File: config.mk
export PLATFORM = sky130hd
export DESIGN_NAME = procyon_mdu_flat
export DESIGN_NICKNAME = d
export VERILOG_FILES = /design/src/rtl/procyon_mdu_if.sv /design/src/rtl/procyon_mdu.sv /design/src/flat_wrapper.sv
export SDC_FILE = /design/constraint.sdc
export NUM_CORES = 2
export LEC_CHECK = 0
export BUFFER_PORTS_ARGS = -buffer_cell sky130_fd_sc_hd__buf_2
export CORE_UTILIZATION = 25
export CTS_BUF_LIST = sky130_fd_sc_hd__clkbuf_16
export DETAILED_ROUTE_END_ITERATION = 12
export GPL_TIMING_DRIVEN = 0
export PLACE_DENSITY_LB_ADDON = 0.12
export SLEW_MARGIN = 40
export SYNTH_ARGS = -nofsm -noshare
export SYNTH_HDL_FRONTEND = slang
export SYNTH_SLANG_ARGS = --single-unit
File: constraint.sdc
create_clock -name clk -period 4.09 [get_ports clk]
set_input_delay 1.0225 -clock clk [delete_from_list [all_inputs] [get_ports clk]]
set_output_delay 1.0225 -clock clk [all_outputs]
set_load 0.005 [all_outputs]
File: src/rtl/procyon_mdu_if.sv
// Op type shared by the MDU and its issue logic, plus the issue/CDB bundle
// between the reservation station, the MDU and the common data bus.
package procyon_mdu_pkg;
  typedef enum logic [3:0] {
    OP_MUL    = 4'd0,
    OP_MULH   = 4'd1,
    OP_MULHSU = 4'd2,
    OP_MULHU  = 4'd3,
    OP_DIV    = 4'd4,
    OP_DIVU   = 4'd5,
    OP_REM    = 4'd6,
    OP_REMU   = 4'd7,
    OP_NONE   = 4'd15
  } pcyn_op_t;
endpackage

interface procyon_mdu_if
  import procyon_mdu_pkg::*;
#(
  parameter int DW  = 32,
  parameter int RIW = 5
);
  logic                    i_fu_valid;
  pcyn_op_t                i_fu_op;
  logic [1:0][DW-1:0]      i_fu_src;
  logic [RIW-1:0]          i_fu_tag;
  logic                    o_fu_stall;
  logic                    o_cdb_en;
  logic                    o_cdb_redirect;
  logic [DW-1:0]           o_cdb_data;
  logic [RIW-1:0]          o_cdb_tag;

  modport slave (
    input  i_fu_valid, i_fu_op, i_fu_src, i_fu_tag,
    output o_fu_stall, o_cdb_en, o_cdb_redirect, o_cdb_data, o_cdb_tag
  );

  modport master (
    output i_fu_valid, i_fu_op, i_fu_src, i_fu_tag,
    input  o_fu_stall, o_cdb_en, o_cdb_redirect, o_cdb_data, o_cdb_tag
  );
endinterface

File: src/rtl/procyon_mdu.sv
// RV32M/RV64M multiply/divide unit: pipelined multiplier plus an iterative
// radix-2 restoring divider, both writing one tagged result per cycle to the CDB.
module procyon_mdu_chk (
  input logic clk,
  input logic n_rst,
  input logic mul_v_i,
  input logic div_done_i
);
  // The stall keeps the mul pipe empty whenever the divider finishes
  a_no_cdb_collision: assert property (@(posedge clk) disable iff (!n_rst) !(mul_v_i && div_done_i))
    else $error("procyon_mdu: mul result and div result competing for the CDB");
endmodule

module procyon_mdu
  import procyon_mdu_pkg::*;
#(
  parameter int OPTN_DATA_WIDTH    = 32,
  parameter int OPTN_ROB_IDX_WIDTH = 5,
  parameter int OPTN_MUL_STAGES    = 2
) (
  input  logic              clk,
  input  logic              n_rst,
  input  logic              i_flush,
  procyon_mdu_if.slave      fu
);
  localparam int DW  = OPTN_DATA_WIDTH;
  localparam int RIW = OPTN_ROB_IDX_WIDTH;
  localparam int MS  = OPTN_MUL_STAGES;
  localparam int CW  = $clog2(DW + 1);
  localparam int PW  = 2 * DW + 2;

  typedef enum logic [1:0] {
    S_IDLE = 2'd0,
    S_BUSY = 2'd1,
    S_DONE = 2'd2
  } div_state_t;

  div_state_t           state_q, state_d;
  logic [CW-1:0]        cnt_q, cnt_d;
  logic [DW-1:0]        dvd_q, dvd_d;
  logic [DW-1:0]        dvs_q, dvs_d;
  logic [DW-1:0]        rem_q, rem_d;
  logic                 neg_quo_q, neg_quo_d;
  logic                 neg_rem_q, neg_rem_d;
  logic                 is_rem_q, is_rem_d;
  logic                 special_q, special_d;
  logic [DW-1:0]        special_res_q, special_res_d;
  logic [RIW-1:0]       div_tag_q, div_tag_d;

  logic                 cdb_en_q, cdb_en_d;
  logic [DW-1:0]        cdb_data_q, cdb_data_d;
  logic [RIW-1:0]       cdb_tag_q, cdb_tag_d;

  logic [DW-1:0]        rs1_s, rs2_s;
  logic                 stall_s, accept_s, is_div_s, div_signed_s, div_is_rem_s;
  logic                 rs1_neg_s, rs2_neg_s;
  logic [DW-1:0]        rs1_abs_s, rs2_abs_s;
  logic [DW:0]          rem_shift_s, diff_s;
  logic [DW-1:0]        div_res_s;
  logic                 mul_a_sgn_s, mul_b_sgn_s;
  logic signed [PW-1:0] mul_a_s, mul_b_s, mul_p_s;
  logic [DW-1:0]        mul_res_s;
  logic [1:0]           mul_unused_s;
  logic                 mul_in_v_s, mul_last_v_s;
  logic [DW-1:0]        mul_last_d_s;
  logic [RIW-1:0]       mul_last_t_s;

  assign rs1_s    = fu.i_fu_src[0];
  assign rs2_s    = fu.i_fu_src[1];
  assign stall_s  = (state_q != S_IDLE);
  assign accept_s = fu.i_fu_valid & ~stall_s & ~i_flush;
  assign is_div_s = fu.i_fu_op inside {OP_DIV, OP_DIVU, OP_REM, OP_REMU};
  assign div_signed_s = (fu.i_fu_op == OP_DIV) || (fu.i_fu_op == OP_REM);
  assign div_is_rem_s = (fu.i_fu_op == OP_REM) || (fu.i_fu_op == OP_REMU);
  assign rs1_neg_s = div_signed_s & rs1_s[DW-1];
  assign rs2_neg_s = div_signed_s & rs2_s[DW-1];
  assign rs1_abs_s = rs1_neg_s ? -rs1_s : rs1_s;
  assign rs2_abs_s = rs2_neg_s ? -rs2_s : rs2_s;

  // Multiplier: operands extended to 2*DW+2 bits so every op is one signed product
  always_comb begin
    mul_a_sgn_s = (fu.i_fu_op == OP_MULH) || (fu.i_fu_op == OP_MULHSU);
    mul_b_sgn_s = (fu.i_fu_op == OP_MULH);
    mul_a_s     = {{(DW + 2){mul_a_sgn_s & rs1_s[DW-1]}}, rs1_s};
    mul_b_s     = {{(DW + 2){mul_b_sgn_s & rs2_s[DW-1]}}, rs2_s};
    mul_p_s     = mul_a_s * mul_b_s;
    mul_unused_s = mul_p_s[PW-1:2*DW];
    case (fu.i_fu_op)
      OP_MUL:                        mul_res_s = mul_p_s[DW-1:0];
      OP_MULH, OP_MULHSU, OP_MULHU:  mul_res_s = mul_p_s[2*DW-1:DW];
      default:                       mul_res_s = '0;
    endcase
  end

  // Anything that is not a divide rides the mul pipe so the ROB always gets an answer
  assign mul_in_v_s = accept_s & ~is_div_s;

  generate
    if (MS == 1) begin : g_mul_direct
      assign mul_last_v_s = mul_in_v_s;
      assign mul_last_d_s = mul_res_s;
      assign mul_last_t_s = fu.i_fu_tag;
    end else begin : g_mul_pipe
      logic [MS-2:0]  pv_q;
      logic [DW-1:0]  pd_q [MS-1];
      logic [RIW-1:0] pt_q [MS-1];

      // Delay line for mul results; flush drops every valid bit at once
      always_ff @(posedge clk or negedge n_rst) begin
        if (!n_rst) begin
          pv_q <= '0;
          for (int i = 0; i < MS - 1; i++) begin
            pd_q[i] <= '0;
            pt_q[i] <= '0;
          end
        end else begin
          pv_q[0] <= mul_in_v_s & ~i_flush;
          pd_q[0] <= mul_res_s;
          pt_q[0] <= fu.i_fu_tag;
          for (int i = 1; i < MS - 1; i++) begin
            pv_q[i] <= pv_q[i-1] & ~i_flush;
            pd_q[i] <= pd_q[i-1];
            pt_q[i] <= pt_q[i-1];
          end
        end
      end

      assign mul_last_v_s = pv_q[MS-2];
      assign mul_last_d_s = pd_q[MS-2];
      assign mul_last_t_s = pt_q[MS-2];
    end
  endgenerate

  assign rem_shift_s = {rem_q, dvd_q[DW-1]};
  assign diff_s      = rem_shift_s - {1'b0, dvs_q};

  // Divider next state: latch magnitudes, shift/subtract DW times, then sign-fix
  always_comb begin
    state_d       = state_q;
    cnt_d         = cnt_q;
    dvd_d         = dvd_q;
    dvs_d         = dvs_q;
    rem_d         = rem_q;
    neg_quo_d     = neg_quo_q;
    neg_rem_d     = neg_rem_q;
    is_rem_d      = is_rem_q;
    special_d     = special_q;
    special_res_d = special_res_q;
    div_tag_d     = div_tag_q;
    case (state_q)
      S_IDLE: begin
        if (accept_s && is_div_s) begin
          state_d   = S_BUSY;
          cnt_d     = CW'(DW);
          dvd_d     = rs1_abs_s;
          dvs_d     = rs2_abs_s;
          rem_d     = '0;
          neg_quo_d = rs1_neg_s ^ rs2_neg_s;
          neg_rem_d = rs1_neg_s;
          is_rem_d  = div_is_rem_s;
          div_tag_d = fu.i_fu_tag;
          if (rs2_s == '0) begin
            special_d     = 1'b1;
            special_res_d = div_is_rem_s ? rs1_s : '1;
          end else if (div_signed_s && (rs1_s == {1'b1, {(DW - 1){1'b0}}}) && (rs2_s == '1)) begin
            special_d     = 1'b1;
            special_res_d = div_is_rem_s ? '0 : rs1_s;
          end else begin
            special_d     = 1'b0;
            special_res_d = '0;
          end
        end else begin
          state_d = S_IDLE;
        end
      end
      S_BUSY: begin
        cnt_d = cnt_q - CW'(1);
        if (!diff_s[DW]) begin
          rem_d = diff_s[DW-1:0];
          dvd_d = {dvd_q[DW-2:0], 1'b1};
        end else begin
          rem_d = rem_shift_s[DW-1:0];
          dvd_d = {dvd_q[DW-2:0], 1'b0};
        end
        if (cnt_q == CW'(1)) begin
          state_d = S_DONE;
        end else begin
          state_d = S_BUSY;
        end
      end
      S_DONE:  state_d = S_IDLE;
      default: state_d = S_IDLE;
    endcase
    if (i_flush) begin
      state_d = S_IDLE;
    end else begin
      state_d = state_d;
    end
  end

  // Final divide result with sign correction, valid while in DONE
  always_comb begin
    if (special_q) begin
      div_res_s = special_res_q;
    end else if (is_rem_q) begin
      div_res_s = neg_rem_q ? -rem_q : rem_q;
    end else begin
      div_res_s = neg_quo_q ? -dvd_q : dvd_q;
    end
  end

  // CDB source select; the divider and mul pipe never finish together
  always_comb begin
    cdb_en_d   = 1'b0;
    cdb_data_d = cdb_data_q;
    cdb_tag_d  = cdb_tag_q;
    if (i_flush) begin
      cdb_en_d = 1'b0;
    end else if (state_q == S_DONE) begin
      cdb_en_d   = 1'b1;
      cdb_data_d = div_res_s;
      cdb_tag_d  = div_tag_q;
    end else if (mul_last_v_s) begin
      cdb_en_d   = 1'b1;
      cdb_data_d = mul_last_d_s;
      cdb_tag_d  = mul_last_t_s;
    end else begin
      cdb_en_d = 1'b0;
    end
  end

  // State and output registers
  always_ff @(posedge clk or negedge n_rst) begin
    if (!n_rst) begin
      state_q       <= S_IDLE;
      cnt_q         <= '0;
      dvd_q         <= '0;
      dvs_q         <= '0;
      rem_q         <= '0;
      neg_quo_q     <= 1'b0;
      neg_rem_q     <= 1'b0;
      is_rem_q      <= 1'b0;
      special_q     <= 1'b0;
      special_res_q <= '0;
      div_tag_q     <= '0;
      cdb_en_q      <= 1'b0;
      cdb_data_q    <= '0;
      cdb_tag_q     <= '0;
    end else begin
      state_q       <= state_d;
      cnt_q         <= cnt_d;
      dvd_q         <= dvd_d;
      dvs_q         <= dvs_d;
      rem_q         <= rem_d;
      neg_quo_q     <= neg_quo_d;
      neg_rem_q     <= neg_rem_d;
      is_rem_q      <= is_rem_d;
      special_q     <= special_d;
      special_res_q <= special_res_d;
      div_tag_q     <= div_tag_d;
      cdb_en_q      <= cdb_en_d;
      cdb_data_q    <= cdb_data_d;
      cdb_tag_q     <= cdb_tag_d;
    end
  end

  assign fu.o_fu_stall     = stall_s;
  assign fu.o_cdb_en       = cdb_en_q;
  assign fu.o_cdb_redirect = 1'b0;
  assign fu.o_cdb_data     = cdb_data_q;
  assign fu.o_cdb_tag      = cdb_tag_q;

  procyon_mdu_chk u_chk (
    .clk        (clk),
    .n_rst      (n_rst),
    .mul_v_i    (mul_last_v_s),
    .div_done_i (state_q == S_DONE)
  );
endmodule

File: src/flat_wrapper.sv
// flat-port wrapper written by rule: the top's interface ports become plain ports
module procyon_mdu_flat import procyon_mdu_pkg::*;
#(
  parameter int OPTN_DATA_WIDTH    = 32,
  parameter int OPTN_ROB_IDX_WIDTH = 5,
  parameter int OPTN_MUL_STAGES    = 2
)
  (clk, n_rst, i_flush, fu_i_fu_valid, fu_i_fu_op, fu_i_fu_src, fu_i_fu_tag, fu_o_fu_stall, fu_o_cdb_en, fu_o_cdb_redirect, fu_o_cdb_data, fu_o_cdb_tag);
  procyon_mdu_if #(.DW((32)), .RIW((5))) fu_i ();
  input  logic clk;
  input  logic n_rst;
  input  logic i_flush;
  input wire logic [$bits(fu_i.i_fu_valid)-1:0] fu_i_fu_valid;
  input wire logic [$bits(fu_i.i_fu_op)-1:0] fu_i_fu_op;
  input wire logic [$bits(fu_i.i_fu_src)-1:0] fu_i_fu_src;
  input wire logic [$bits(fu_i.i_fu_tag)-1:0] fu_i_fu_tag;
  output wire logic [$bits(fu_i.o_fu_stall)-1:0] fu_o_fu_stall;
  output wire logic [$bits(fu_i.o_cdb_en)-1:0] fu_o_cdb_en;
  output wire logic [$bits(fu_i.o_cdb_redirect)-1:0] fu_o_cdb_redirect;
  output wire logic [$bits(fu_i.o_cdb_data)-1:0] fu_o_cdb_data;
  output wire logic [$bits(fu_i.o_cdb_tag)-1:0] fu_o_cdb_tag;
  assign fu_i.i_fu_valid = fu_i_fu_valid;
  assign fu_i.i_fu_op = fu_i_fu_op;
  assign fu_i.i_fu_src = fu_i_fu_src;
  assign fu_i.i_fu_tag = fu_i_fu_tag;
  assign fu_o_fu_stall = fu_i.o_fu_stall;
  assign fu_o_cdb_en = fu_i.o_cdb_en;
  assign fu_o_cdb_redirect = fu_i.o_cdb_redirect;
  assign fu_o_cdb_data = fu_i.o_cdb_data;
  assign fu_o_cdb_tag = fu_i.o_cdb_tag;
  procyon_mdu #(.OPTN_DATA_WIDTH(OPTN_DATA_WIDTH), .OPTN_ROB_IDX_WIDTH(OPTN_ROB_IDX_WIDTH), .OPTN_MUL_STAGES(OPTN_MUL_STAGES)) u_core (.clk(clk), .n_rst(n_rst), .i_flush(i_flush), .fu(fu_i));
endmodule
Yosys cells after proc, flatten, opt, wreduce, memory -nomap -nowiden. Index checks and enable logic that the tools add are counted.

Input bits: 77. Logic and storage cells: 98. Output and inout bits: 40. Register bits: 221.

Add/sub/neg operators: 6. Equality and inequality tests: 13. Mux-type cells: 32. Multipliers: 1. Bitwise operators: 12. Reductions and logical operators: 17.

Operators with widths (number): $mux 32 (15); $pmux 32 s2 (3); $neg 32->32 (4); $eq 32x32->1 const B (2); $mul 33x33->64 (1); $sub 33x32->33 (1); $logic_not 32->1 (1); $eq 4x3->1 const B (4); $pmux 6 s2 (1); $mux 5 (2); $and 1x1->1 (8); $eq 4x2->1 const B (2); $mux 1 (7); $eq 6x1->1 const B (1); $mux 6 (1); $reduce_and 2->1 (3); $reduce_bool 2->1 (3); $sub 6x1->6 const B (1); $eq 4x1->1 const B (1); $logic_not 4->1 (1); $mux 2 (2); $pmux 2 s2 (1); $reduce_bool 4->1 (1); $logic_and 1x1->1 (3); 8 further kinds (12).

Depth between registers and ports, before layout.
Depth after elaboration: 8. Gate-level depth with buffers: 33. Mapped depth without buffers: 30.

Least setup slack after synthesis. Ideal clock, no wire load.

Kind: input port to flip-flop. From: input port fu_i_fu_op[3]. To: register u_core.g_mul_pipe.pd_q[27] in the netlist's numbering. Buffers on the path: 4. Cell stages on the path: 29. Required time: 3.968 ns. Library setup time: 0.122 ns. Slack: -5.172 ns. Arrival time: 9.141 ns. Cells stage by stage: or2_2 > clkbuf_1 > nor3b_1 > clkbuf_1 > clkbuf_1 > nand2_1 > fa_1 > fa_1 > fa_1 > fa_1 > fa_1 > inv_1 > fa_1 > inv_1 > fa_1 > fa_1 > inv_1 > ha_1 > clkbuf_1 > nor2b_1 > o21ai_0 > nand2b_1 > a2111o_1 > a31oi_1 > inv_1 > o21ai_1 > a21oi_1 > or3_1 > a32o_1.

Longest elaborated chain between the ends: 5. Elaborated cells on any way between the ends: 10. Those cells by class: 1 x mul; 3 x eq/ne; 1 x mux; 2 x bitwise; 3 x reduce/logical.

RTL lines: start: declaration (line flat_wrapper.sv:14) `input wire logic [$bits(fu_i.i_fu_op)-1:0] fu_i_fu_op;`; $eq 4x1->1 or $eq 4x2->1 (tied branches) (line procyon_mdu.sv:82, procyon_mdu.sv:83, procyon_mdu.sv:88); $logic_or 1x1->1 (line procyon_mdu.sv:82) `mul_a_sgn_s = (fu.i_fu_op == OP_MULH) || (fu.i_fu_op == OP_MULHSU);`; $and 1x1->1 (line procyon_mdu.sv:84) `mul_a_s = {{(DW + 2){mul_a_sgn_s & rs1_s[DW-1]}}, rs1_s};`; $mul 33x33->64 (line procyon_mdu.sv:86) `mul_p_s = mul_a_s * mul_b_s;`; $pmux 32 s2 * (line procyon_mdu.sv:88) `case (fu.i_fu_op)`; net u_core.mul_res_s[27] (line procyon_mdu.sv:62) `logic [DW-1:0] mul_res_s;`; end signal: indexed assignment (line procyon_mdu.sv:122) `pd_q[i] <= pd_q[i-1];`; end: declaration (line procyon_mdu.sv:105) `logic [DW-1:0] pd_q [MS-1];`.

Mark *: on every way through the listed nets, which the timed path passes. The rest lies on a longest branch. A chain may end at the register's enable or synchronous reset.

Worst setup path in the final report.
From: input port fu_i_fu_op[1]. To: register u_core.g_mul_pipe.pd_q[27] in the netlist's numbering.

Same word-level chain as after synthesis.

==> summary.txt <==
Floorplan
  • Ports: roughly 120
  • Number of placement rows: 166
  • Chip Width: 456.4 µm
  • Placeable core area: just over 200000 µm²
  • Initial Utilization: 0.2520
  • Die H: 456.4 µm
  • Full die area: between 200000 and 250000 µm²

GRT
  • First-pass GRT wire length: 342800 µm
  • Largest net degree at the start of global routing: 69
  • Grt total ovfl: 0
  • Global Route Usage Sum: 0.2328
  • Antenna violations before repair: 32
  • Via count of the first global-routing pass: 44.03k

Synthesis
  • EDFF count, synth: 0
  • Synth Instances: between 5k and 6k
  • Synth Area per Inst: 8.700 µm²
  • Ys flop type: dfrtp_1
  • Synthesized area: 51610 µm²
  • Post-synth cell types: between 70 and 80
  • Async S/R FF share, synth: 1.000
  • Yosys reg bits: about 220
  • Syn_nets: 7386
  • Sequential element share of the synthesized area: 0.1072
  • Warnings, synthesis: 0

Clocking
  • Root Driver: clkbuf_16
  • Clk_lat worst skew: 0.61 ns
  • Worst-path clk slew: 0.06 ns
  • CTS Hold Bufs: 0
  • Clock sinks: 221
  • Clock buffer depth: 3
  • H-Tree Depth: 1
  • CTS buffer count: 30
  • CTS tree: built

Finish
  • Sequential Area: 5532 µm²
  • Most frequent cells in the layout: 1187 x inv_1, 1048 x fa_1, 1012 x nand2_1, 271 x and2_1, 220 x dfrtp_1
  • Area of the multi-input gates: 42200 µm²
  • Util after Layout: 0.3060
  • Design area: between 60000 and 70000 µm²
  • Commonest non-fill, non-tap cell in the layout: inv_1
  • Nets: around 7.6k
  • P&R area growth vs syn: 21.41%
  • Fraction of layout cells with a size suffix above 1: 0.1572
  • Filler cell count: ~22k

Setup path
  • Crit path top cell by count: fa_1
  • Arrival time at the worst endpoint: 9.00 ns
  • Crit. End Element: flop
  • Startpoint Class: input pin
  • Slowest stage delay, CP: 0.64 ns
  • Crit path max fanout: 5
  • Max stage delay cell, worst path: fa_2
  • Flop2flop setup slack: 0.24 ns
  • Setup CP Type: in -> reg
  • Worst EP required: 4.57 ns

Worst hold path
  • Worst Hold Class: in -> async

Timing
  • RSZ-0062 raised after global routing: true
  • Fmax: about 120 MHz
  • Final worst clock skew: 0.02668 ns
  • Worst-Margin Slew: ~0.86 ns
  • Final hold violation count: 0
  • Final worst path period share: 2.083
  • TNS Setup: -125.58 ns
  • Crit path time final: between 8 and 9 ns
  • Max_slew headroom: 0.4299
  • Final setup violation count: 32
  • Setup WS post-layout: -4.428 ns
  • Pins over their slew limit: 0

Detailed routing
  • Vias: 42.15k
  • Mean routed wirelength per cell: about 27 µm
  • Vias per cell: between 4 and 5
  • DR pass1 iterations: 6
  • Detail Route Antenna Nets: 0
  • DRC errors left: 0
  • DRT Wirelength: 243900 µm
  • Initial DRC Count: roughly 3.2k

Place
  • IO Port Bufs: 75
  • Hpwl dp: 200200 µm
  • RePlAce Congestion: approximately 0.89
  • DP Area: 57670 µm²

Outcome
  • Violated checks: setup timing
  • Outcome: finished with violations

Run
  • Max-cap violations: 0
-- layout make-up --
type,instances,share of cell area
diodes,12,0.0004792
clock buffers,30,0.01198
repair buffers,240,0.03405
plain buffers,356,0.05997
well taps,2688,0.05368
flip-flops and latches,221,0.08828
clock inverters,23,0.003235
inverters,1240,0.07478
multi-input cells,4106,0.6736
-- cell usage after synthesis (all sizes together) (16+ instances only) --
library cell | n | area share
o41ai | 16 | 0.0029
xor2 | 94 | 0.016
fa | 1126 | 0.44
a21o | 41 | 0.0060
nand2b | 22 | 0.0027
xnor2 | 127 | 0.022
a31oi | 27 | 0.0033
nor3 | 37 | 0.0036
a211oi | 46 | 0.0067
nand4 | 20 | 0.0024
o31ai | 28 | 0.0042
nand2 | 1044 | 0.076
ha | 251 | 0.061
or3 | 22 | 0.0027
o22ai | 19 | 0.0023
inv | 1240 | 0.090
a22oi | 31 | 0.0045
o21ai | 258 | 0.025
a21oi | 184 | 0.018
nand3 | 33 | 0.0032
nor2 | 217 | 0.016
and2 | 292 | 0.035
clkbuf | 266 | 0.019
dfrtp | 221 | 0.11
buf | 99 | 0.0073
nor2b | 16 | 0.0019
nor4 | 17 | 0.0025
-- cell families after synthesis --
kind of cell / count (synthesis) / synth area share
buffers and inverters: 1605 / 0.1169
adders and majority gates: 1377 / 0.4976
muxes: 15 / 0.002909
xor gates and xnor gates: 221 / 0.03765
DFF: 221 / 0.1072
AOI/OAI and AO/OA: 716 / 0.08335
other: 1 / 0.00007266
and+or+nand+nor: 1776 / 0.1544
-- what timing repair did --
action                                  4_1_cts  5_1_grt
resized for setup                           504      178
setup buffers                               106       58
endpoints found under the setup margin       96       90
gates cloned                                  0        1
pin swaps                                   147      183
-- layer usage --
metal / wire [µm] / part of all wire / track usage / vias to the layer above
met5: 35 / 0.00014 / 0 / -
met3: 11380 / 0.047 / 0.02141 / 235
li1: - / - / - / 18344
met1: 106300 / 0.44 / 0.3157 / 22470
met4: 8812 / 0.036 / 0.06559 / 6
met2: 117300 / 0.48 / 0.3933 / 1090
-- sequential cells by signal, summed over array words and instances, names as in the netlist --
name,count
u_core.cnt_q,6
u_core.div_tag_q,5
u_core.dvd_q,32
u_core.dvs_q,32
u_core.fu.o_cdb_data,32
u_core.fu.o_cdb_en,1
u_core.fu.o_cdb_tag,5
u_core.g_mul_pipe.pd_q,32
u_core.g_mul_pipe.pt_q,5
u_core.g_mul_pipe.pv_q,1
u_core.is_rem_q,1
u_core.neg_quo_q,1
u_core.neg_rem_q,1
u_core.rem_q,32
u_core.special_q,1
u_core.special_res_q,32
u_core.state_q,2
-- worst max-delay path, delay by kind of cell --
family                     cells  cell delay (ns)
AOI/OAI and AO/OA             10             1.54
and+or+nand+nor                3             0.59
xor gates and xnor gates       1             0.22
adders and majority gates      9             4.41
buffers and inverters         11             1.21
-- metrics by stage --
step                std cells  worst slack, ns  hold WS, ns
floorplan                5932           -4.441       0.4455
global placement         8695           -6.937       0.4620
detailed placement       8700           -6.436       0.4631
CTS                      8851           -4.390       0.2589
global route             8906           -4.615       0.2698
finish                   8916           -4.428       0.2760
-- final timing paths --
path                                                  from                                   end  cells past startpoint
max in group asynchronous                            n_rst  u_core.special_res_q[10]$_DFFE_PN0P_                      2
max                                          fu_i_fu_op[1]  u_core.g_mul_pipe.pd_q[27]$_DFF_PN0_                     34
min in group clk           u_core.div_tag_q[0]$_DFFE_PN0P_       u_core.div_tag_q[0]$_DFFE_PN0P_                      2
min reg2reg                u_core.div_tag_q[0]$_DFFE_PN0P_       u_core.div_tag_q[0]$_DFFE_PN0P_                      2
max reg2reg                   u_core.dvd_q[31]$_DFFE_PN0P_          u_core.rem_q[11]$_DFFE_PN0P_                     16
min                                                  n_rst          u_core.rem_q[22]$_DFFE_PN0P_                      1
Power is left out: the tool's default activity adds up to more than one toggle a clock period on the data nets, which glitch-free logic cannot reach.
